$ cat src/rtl/wr_tx_queue_if.sv
// rtl/wr_tx_queue_if.sv - push, transmit handshake and status bundle for wr_tx_queue
interface wr_tx_queue_if;
  logic       in_en;
  logic [7:0] in_data;
  logic       flush;
  logic       tx_busy;
  logic       tx_en;
  logic [7:0] tx_data;
  logic       full;
  logic       empty;
  logic       overflow;
  logic       timeout_err;
  logic [7:0] drop_cnt;

  modport master (
    output in_en, in_data, flush, tx_busy,
    input  tx_en, tx_data, full, empty, overflow, timeout_err, drop_cnt
  );

  modport slave (
    input  in_en, in_data, flush, tx_busy,
    output tx_en, tx_data, full, empty, overflow, timeout_err, drop_cnt
  );
endinterface

$ cat src/rtl/wr_tx_queue.sv
// rtl/wr_tx_queue.sv - byte FIFO plus en/busy transmit sequencer in front of cy_tx
// Define TX_QUEUE_STATS_EN to implement the saturating drop_cnt counter.
module wr_tx_queue #(
  parameter int DEPTH_LOG2   = 4,
  parameter int BUSY_TIMEOUT = 255
) (
  input logic          clk,
  input logic          rst_n,
  wr_tx_queue_if.slave bus
);
  localparam int DEPTH = 1 << DEPTH_LOG2;
  localparam int CW    = DEPTH_LOG2 + 1;

  typedef enum logic [1:0] {IDLE, START, WAIT_DONE} state_t;

  state_t                state_q, state_d;
  logic [7:0]            mem [DEPTH];
  logic [DEPTH_LOG2-1:0] wr_ptr_q, wr_ptr_d, rd_ptr_q, rd_ptr_d;
  logic [CW-1:0]         count_q, count_d;
  logic                  full_q, empty_q;
  logic                  overflow_q, overflow_d, timeout_q, timeout_d;
  logic                  tx_en_q, tx_en_d;
  logic [7:0]            tx_data_q, tx_data_d, timer_q, timer_d;
  logic                  pop, push_ok, drop;

  // A pop frees a slot on the same edge, so a full queue still accepts that push.
  assign pop     = (state_q == IDLE) && !empty_q;
  assign push_ok = bus.in_en && !bus.flush && (!full_q || pop);
  assign drop    = bus.in_en && !push_ok;

  always_comb begin
    wr_ptr_d   = push_ok ? wr_ptr_q + 1'b1 : wr_ptr_q;
    rd_ptr_d   = pop ? rd_ptr_q + 1'b1 : rd_ptr_q;
    count_d    = count_q;
    overflow_d = overflow_q | drop;
    if (bus.flush) begin
      rd_ptr_d = wr_ptr_q;
      count_d  = '0;
    end else if (push_ok && !pop) begin
      count_d = count_q + 1'b1;
    end else if (pop && !push_ok) begin
      count_d = count_q - 1'b1;
    end
  end

  always_comb begin
    state_d   = state_q;
    tx_en_d   = tx_en_q;
    tx_data_d = tx_data_q;
    timer_d   = timer_q;
    timeout_d = timeout_q;
    case (state_q)
      IDLE: begin
        if (!empty_q) begin
          tx_data_d = mem[rd_ptr_q];
          tx_en_d   = 1'b1;
          timer_d   = '0;
          state_d   = START;
        end
      end
      START: begin
        if (bus.tx_busy) begin
          tx_en_d = 1'b0;
          state_d = WAIT_DONE;
        end else if (timer_q == 8'(BUSY_TIMEOUT - 1)) begin
          tx_en_d   = 1'b0;
          timeout_d = 1'b1;
          state_d   = IDLE;
        end else begin
          timer_d = timer_q + 8'd1;
        end
      end
      WAIT_DONE: begin
        if (!bus.tx_busy) state_d = IDLE;
      end
      default: state_d = IDLE;
    endcase
  end

  always_ff @(posedge clk or negedge rst_n) begin
    if (!rst_n) begin
      state_q    <= IDLE;
      wr_ptr_q   <= '0;
      rd_ptr_q   <= '0;
      count_q    <= '0;
      full_q     <= 1'b0;
      empty_q    <= 1'b1;
      overflow_q <= 1'b0;
      timeout_q  <= 1'b0;
      tx_en_q    <= 1'b0;
      tx_data_q  <= '0;
      timer_q    <= '0;
    end else begin
      state_q    <= state_d;
      wr_ptr_q   <= wr_ptr_d;
      rd_ptr_q   <= rd_ptr_d;
      count_q    <= count_d;
      full_q     <= (count_d == CW'(DEPTH));
      empty_q    <= (count_d == '0);
      overflow_q <= overflow_d;
      timeout_q  <= timeout_d;
      tx_en_q    <= tx_en_d;
      tx_data_q  <= tx_data_d;
      timer_q    <= timer_d;
    end
  end

  always_ff @(posedge clk) begin
    if (push_ok) mem[wr_ptr_q] <= bus.in_data;
  end

`ifdef TX_QUEUE_STATS_EN
  logic [7:0] drop_cnt_q;
  always_ff @(posedge clk or negedge rst_n) begin
    if (!rst_n) drop_cnt_q <= '0;
    else if (drop && (drop_cnt_q != 8'hFF)) drop_cnt_q <= drop_cnt_q + 8'd1;
  end
  assign bus.drop_cnt = drop_cnt_q;
`else
  assign bus.drop_cnt = 8'h00;
`endif

  assign bus.tx_en       = tx_en_q;
  assign bus.tx_data     = tx_data_q;
  assign bus.full        = full_q;
  assign bus.empty       = empty_q;
  assign bus.overflow    = overflow_q;
  assign bus.timeout_err = timeout_q;
endmodule

$ cat src/flat_wrapper.sv
// flat-port wrapper written by rule: the top's interface ports become plain ports
module wr_tx_queue_flat 
#(
  parameter int DEPTH_LOG2   = 4,
  parameter int BUSY_TIMEOUT = 255
)
  (clk, rst_n, bus_in_en, bus_in_data, bus_flush, bus_tx_busy, bus_tx_en, bus_tx_data, bus_full, bus_empty, bus_overflow, bus_timeout_err, bus_drop_cnt);
  wr_tx_queue_if bus_i ();
  input logic clk;
  input logic rst_n;
  input wire logic [$bits(bus_i.in_en)-1:0] bus_in_en;
  input wire logic [$bits(bus_i.in_data)-1:0] bus_in_data;
  input wire logic [$bits(bus_i.flush)-1:0] bus_flush;
  input wire logic [$bits(bus_i.tx_busy)-1:0] bus_tx_busy;
  output wire logic [$bits(bus_i.tx_en)-1:0] bus_tx_en;
  output wire logic [$bits(bus_i.tx_data)-1:0] bus_tx_data;
  output wire logic [$bits(bus_i.full)-1:0] bus_full;
  output wire logic [$bits(bus_i.empty)-1:0] bus_empty;
  output wire logic [$bits(bus_i.overflow)-1:0] bus_overflow;
  output wire logic [$bits(bus_i.timeout_err)-1:0] bus_timeout_err;
  output wire logic [$bits(bus_i.drop_cnt)-1:0] bus_drop_cnt;
  assign bus_i.in_en = bus_in_en;
  assign bus_i.in_data = bus_in_data;
  assign bus_i.flush = bus_flush;
  assign bus_i.tx_busy = bus_tx_busy;
  assign bus_tx_en = bus_i.tx_en;
  assign bus_tx_data = bus_i.tx_data;
  assign bus_full = bus_i.full;
  assign bus_empty = bus_i.empty;
  assign bus_overflow = bus_i.overflow;
  assign bus_timeout_err = bus_i.timeout_err;
  assign bus_drop_cnt = bus_i.drop_cnt;
  wr_tx_queue #(.DEPTH_LOG2(DEPTH_LOG2), .BUSY_TIMEOUT(BUSY_TIMEOUT)) u_core (.clk(clk), .rst_n(rst_n), .bus(bus_i));
endmodule
$ cat config.mk
export PLATFORM = sky130hd
export DESIGN_NAME = wr_tx_queue_flat
export DESIGN_NICKNAME = d
export VERILOG_FILES = /design/src/rtl/wr_tx_queue_if.sv /design/src/rtl/wr_tx_queue.sv /design/src/flat_wrapper.sv
export SDC_FILE = /design/constraint.sdc
export NUM_CORES = 1
export LEC_CHECK = 0
export ABC_AREA = 1
export BUFFER_PORTS_ARGS = -buffer_cell sky130_fd_sc_hd__buf_2
export CORE_MARGIN = 2
export CORE_UTILIZATION = 61
export DETAILED_ROUTE_END_ITERATION = 12
export PLACE_DENSITY = 0.86
export SLEW_MARGIN = 20
export SYNTH_ARGS = -nofsm -noshare
export SYNTH_HDL_FRONTEND = slang
export SYNTH_SLANG_ARGS = --single-unit
$ cat constraint.sdc
create_clock -name clk -period 2.2 [get_ports clk]
set_input_delay 0 -clock clk [delete_from_list [all_inputs] [get_ports clk]]
set_output_delay 0 -clock clk [all_outputs]
set_load 0.005 [all_outputs]
Word level (Yosys, flattened, before mapping)
Memory sizes are Yosys's and may differ from the RTL's. A register that Yosys moved wholly into a read port is not among the register bits.
Cells that the tools add are included.
{"block": "totals", "ram_bits": 128, "output_inout_bits": 21, "regBits": 28, "memories": 1, "wordCells": 70, "input_bits": 13}
{"memory": "u_core.mem", "depth": 16, "width": 8, "read_ports": 1, "rd_clocked_by_memory_dff": 1, "wr": 1, "line_no": "wr_tx_queue.sv:17", "source": "logic [7:0] mem [DEPTH];"}
{"block": "classes", "n_addsub": 5, "n_eq_ne": 9, "n_reduce_logical": 22, "n_mux": 20, "n_bitwise": 3}
{"cell": "$mux 8", "count": 3}
{"cell": "$pmux 8 s2", "count": 1}
{"cell": "$mux 5", "count": 3}
{"cell": "$reduce_and 3->1", "count": 3}
{"cell": "$add 4x1->4 const B", "count": 2}
{"cell": "$add 8x1->8 const B", "count": 1}
{"cell": "$eq 8x8->1 const B", "count": 1}
{"cell": "$mux 2", "count": 4}
{"cell": "$mux 4", "count": 2}
{"cell": "$ne 2x2->1 const B", "count": 4}
{"cell": "$logic_and 1x1->1", "count": 6}
{"cell": "$logic_not 1->1", "count": 6}
{"cell": "$pmux 2 s3", "count": 1}
{"cell": "$add 5x1->5 const B", "count": 1}
{"cell": "$eq 5x5->1 const B", "count": 1}
{"cell": "$logic_not 5->1", "count": 1}
{"cell": "$mux 1", "count": 5}
{"cell": "$sub 5x1->5 const B", "count": 1}
{"cell": "$reduce_and 4->1", "count": 1}
{"cell": "$reduce_bool 2->1", "count": 2}
{"cell": "$ne 3x2->1 const B", "count": 1}
{"cell": "$eq 2x1->1 const B", "count": 1}
{"cell": "$eq 2x2->1 const B", "count": 1}
{"cell": "$logic_not 2->1", "count": 1}
{"cell": "other kinds (5)", "count": 6}

Longest topological paths before layout
{"block": "depth", "depth_word": 10, "ltp_mapped": 9, "mapped_depth_nobuf": 9}

Worst setup path before layout
No wires, ideal clock.
{"block": "synth_path", "kind": "register to register", "start": "register u_core.state_q[0]", "end": "memory u_core.mem[0][0], enable pin", "path_buffers": 0, "stages_incl_launch_ff": 6, "synth_period_minus_slack_ps": 1823, "path_slack_ps": 377, "arrival_time_ps": 1452, "setup_ps": 370, "t_required_ps": 1830, "cell_sequence": "dfrtp_1 -> nor2_4 -> nand2_8 -> a21oi_4 -> nand2_1 -> nor2_1"}
{"block": "synth_between", "elab_chain_len": 6}
{"element": "start: declaration", "line_no": "wr_tx_queue.sv:16", "source": "state_t state_q, state_d;"}
{"element": "start signal: assignment", "line_no": "wr_tx_queue.sv:94", "source": "state_q <= state_d;"}
{"element": "$logic_not 2->1", "line_no": "wr_tx_queue.sv:27", "source": "assign pop = (state_q == IDLE) && !empty_q;"}
{"element": "$logic_and 1x1->1", "line_no": "wr_tx_queue.sv:27"}
{"element": "$logic_or 1x1->1", "line_no": "wr_tx_queue.sv:28", "source": "assign push_ok = bus.in_en && !bus.flush && (!full_q || pop);"}
{"element": "$logic_and 1x1->1", "line_no": "wr_tx_queue.sv:28"}
{"element": "$mux 1", "line_no": "wr_tx_queue.sv:109", "source": "if (push_ok) mem[wr_ptr_q] <= bus.in_data;"}
{"element": "$mux 1 (implied by the code)", "line_no": "wr_tx_queue.sv:109"}
{"element": "end: declaration", "line_no": "wr_tx_queue.sv:17"}
Every way passes these cells.

Worst setup path in the final report
{"block": "layout_path", "start": "register u_core.state_q[0]", "end": "memory u_core.mem[9][4], enable pin"}
Same word-level chain as after synthesis.

==> results.yml <==
sta:
  rsz0062_at_grt: "false"
  min_period_over_period: 0.929
  finalCriticalPeriod_ns: 2.04
  slew_viol_final: 0
  worst_pin_slew_ns: 0.802
  finalHoldViolCount: 0
  fin_skew_ns: 0.00988
  timing.setup.tns_ns: 0
  fmax_mhz: 489
  setup_violations: 0
  max-slew-margin-rel: 0.465
synth:
  ys_async_sr_fraction: 0.220
  yosys_warnings: 0
  yosys.cell_count.top_type: "nand2_1"
  ys.flop_type: "edfxtp_1"
  syn_area_per_cell_sq_um: 11.0
  synthCells: 651
  yosys.area.top_type: "edfxtp_1"
  synth_seq_cells: 164
  synth_area_sq_um: 7130
  synth_edf_count: 128
  synth_top_area_frac: 0.539
  synth_cell_types: 36
  synthTopCellsByCount: "nand2_1 (155), edfxtp_1 (128), nor2_1 (77)"
  synth_area_leaders: "edfxtp_1 (54%), dfrtp_1 (12%), nand2_1 (8.2%), nor2_1 (4.1%), o21ai_0 (3.9%)"
  ys_seq_area_frac: 0.666
finish:
  final_area_sq_um: 8060
  drive_gt1_frac: 0.141
  final_nets: 716
  n_antenna_cell: 0
  area_delta_synth_final_pct: 13.0
  final_cell_count_no_fill: 850
placed_design:
  place_area_sq_um: 7450
  dp.cells: 813
  hpwl_um: 10200
  gp_congestion: 0.892
  io_buffers: 25
worst_setup_path:
  worst_r2r_path_depth: 6
  slowest_delay_ns: 0.43
  critPathLaunchType: "flip-flop"
  slowest_stage: "dfrtp_1"
  arrival_ns: 2.18
  endpoint_kind: "flip-flop"
  critPathMaxFanout: 16
  critical_path_class: "reg -> reg"
  crit_required_ns: 2.34
  crit_chain: "nor2_4 > nand2_8 > a21oi_4 > nand2_1 > nor2_1 > buf_4"
global_route:
  antenna_found_initial: 0
  grt_pass1_vias: 4885
  grt_usage: 0.267
  grt_max_degree: 68
  grt_pass1_wl_um: 25600
  grt_remaining_overflow: 0
die:
  die_h_um: 112
  core_sq_um: 11400
  die_x_um: 112
  die_area_sq_um: 12600
  io_pins: 34
  rows: 39
  start_util: 0.624
drt:
  wl_um: 16000
  vias: 5074
  dr.pass1.iters: 5
  wl_per_cell_um: 18.9
  ant_nets: 0
  drc: 0
  first_iter_violations: 675
  via_per_inst: 5.97
job:
  drv_cap: 0
worst_hold_path:
  hold_path_depth: 1
  hold_path_class: "in -> reg"
clock_network:
  htreeDepth: 4
  cts_tree: "built"
  cts_buffers: 17
  cts_setup_buffers: 0
  hold_buffers: 5
  insertion_delay_ns: 0.43
  cts.sink_count: 164
  cts_root_buffer: "clkbuf_16"
  clockBufferDepth: 2
  path_clk_slew_ns: 0.07
  cts-resized-gates: 0
pwr:
  power.density_nw_per_um2: 1250
  ir_worst_vdd_uv: 734
  p_leak_nw: 3.19
run_status:
  status: "finished clean"
## path summary, 6_finish.rpt
kind                                                      end  slack, ns                          startpoint
setup / recovery                   u_core.mem[9][4]$_DFFE_PP_       0.16       u_core.state_q[0]$_DFFE_PN0P_
max in group asynchronous      u_core.rd_ptr_q[0]$_DFFE_PN0P_       1.43                               rst_n
hold reg to reg            u_core.bus.timeout_err$_DFFE_PN0P_       0.48  u_core.bus.timeout_err$_DFFE_PN0P_
min in group asynchronous   u_core.bus.tx_data[6]$_DFFE_PN0P_       0.20                               rst_n
setup reg to reg                   u_core.mem[9][4]$_DFFE_PP_       0.16       u_core.state_q[0]$_DFFE_PN0P_
hold / removal                    u_core.mem[15][4]$_DFFE_PP_       0.02                      bus_in_data[4]
## cell families after synthesis
logic type,after synthesis,synth area share
flops,164,0.666
compound gates,117,0.0939
buf+inv,69,0.0449
xor+xnor,9,0.0111
simple gates,282,0.168
other cells,1,0.000526
fa+ha+maj,9,0.0158
## worst max-delay path: cells and delay by family (launching register included)
| kind | cells | cell delay [ns] |
|---|---|---|
| flops | 1 | 0.43 |
| compound gates | 1 | 0.29 |
| simple gates | 4 | 0.84 |
| buf+inv | 1 | 0.19 |
## state kept, by name, summed over array words and instances, names as in the netlist
name and cells:
u_core.bus.empty 1, u_core.wr_ptr_q 4, u_core.bus.tx_en 1, u_core.bus.timeout_err 1
u_core.timer_q 8, u_core.rd_ptr_q 4, u_core.mem 128, u_core.bus.overflow 1
u_core.count_q 5, u_core.state_q 2, u_core.bus.full 1, u_core.bus.tx_data 8
## through the flow
step            util  hold slack, ns  total power, mW  worst slack [ns]
4_1_cts        0.706         0.00923             10.0             0.149
6_report       0.706          0.0165             10.1             0.157
3_3_place_gp   0.653           0.119             7.09             0.313
2_1_floorplan      -          -0.296             6.31             0.377
5_1_grt        0.706          0.0131             10.6            0.0677
3_5_place_dp   0.653           0.132             7.23             0.211
## final cells by class
type	instances	area [sq um]
flip-flops and latches	164	4750
clock buffers	19	433
multi-input cells	425	2090
inverters	36	135
repair buffers	50	350
fillers	762	3360
well taps	143	179
clock inverters	13	123
## power breakdown
| part | internal (mW) | switching (mW) | total, mW |
|---|---|---|---|
| Sequential | 3.71 | 0.335 | 4.05 |
| Clock | 1.57 | 1.18 | 2.75 |
| Combinational | 1.02 | 2.24 | 3.26 |
| Total | 6.30 | 3.76 | 10.1 |
## metal layers
layer / part of all wire / wire length [um] / global-route usage / up-vias
li1: - / - / - / 2310
met3: 0.098 / 1580 / 0.0589 / 39
met1: 0.38 / 6150 / 0.356 / 2401
met5: 0 / 0 / 0 / -
met4: 0.023 / 367 / 0.116 / 0
met2: 0.49 / 7930 / 0.430 / 324
## cell usage in the layout (no fill, tap or decap), drive strengths merged, types with 2 or more instances in the layout
cell type | synthesis | routed
a21boi | 16 | 16
a21oi | 22 | 22
buf | 25 | 45
clkbuf | 8 | 19
clkinv | 0 | 4
clkinvlp | 0 | 3
conb | 1 | 8
dfrtp | 35 | 35
dlygate4sd3 | 0 | 5
edfxtp | 128 | 128
ha | 9 | 9
inv | 36 | 41
nand2 | 160 | 160
nand3 | 26 | 26
nand4 | 8 | 8
nor2 | 84 | 84
nor3 | 2 | 2
o21ai | 58 | 58
o22ai | 17 | 17
or2 | 2 | 2
xor2 | 9 | 9
Power figures use the tool's default switching activity.
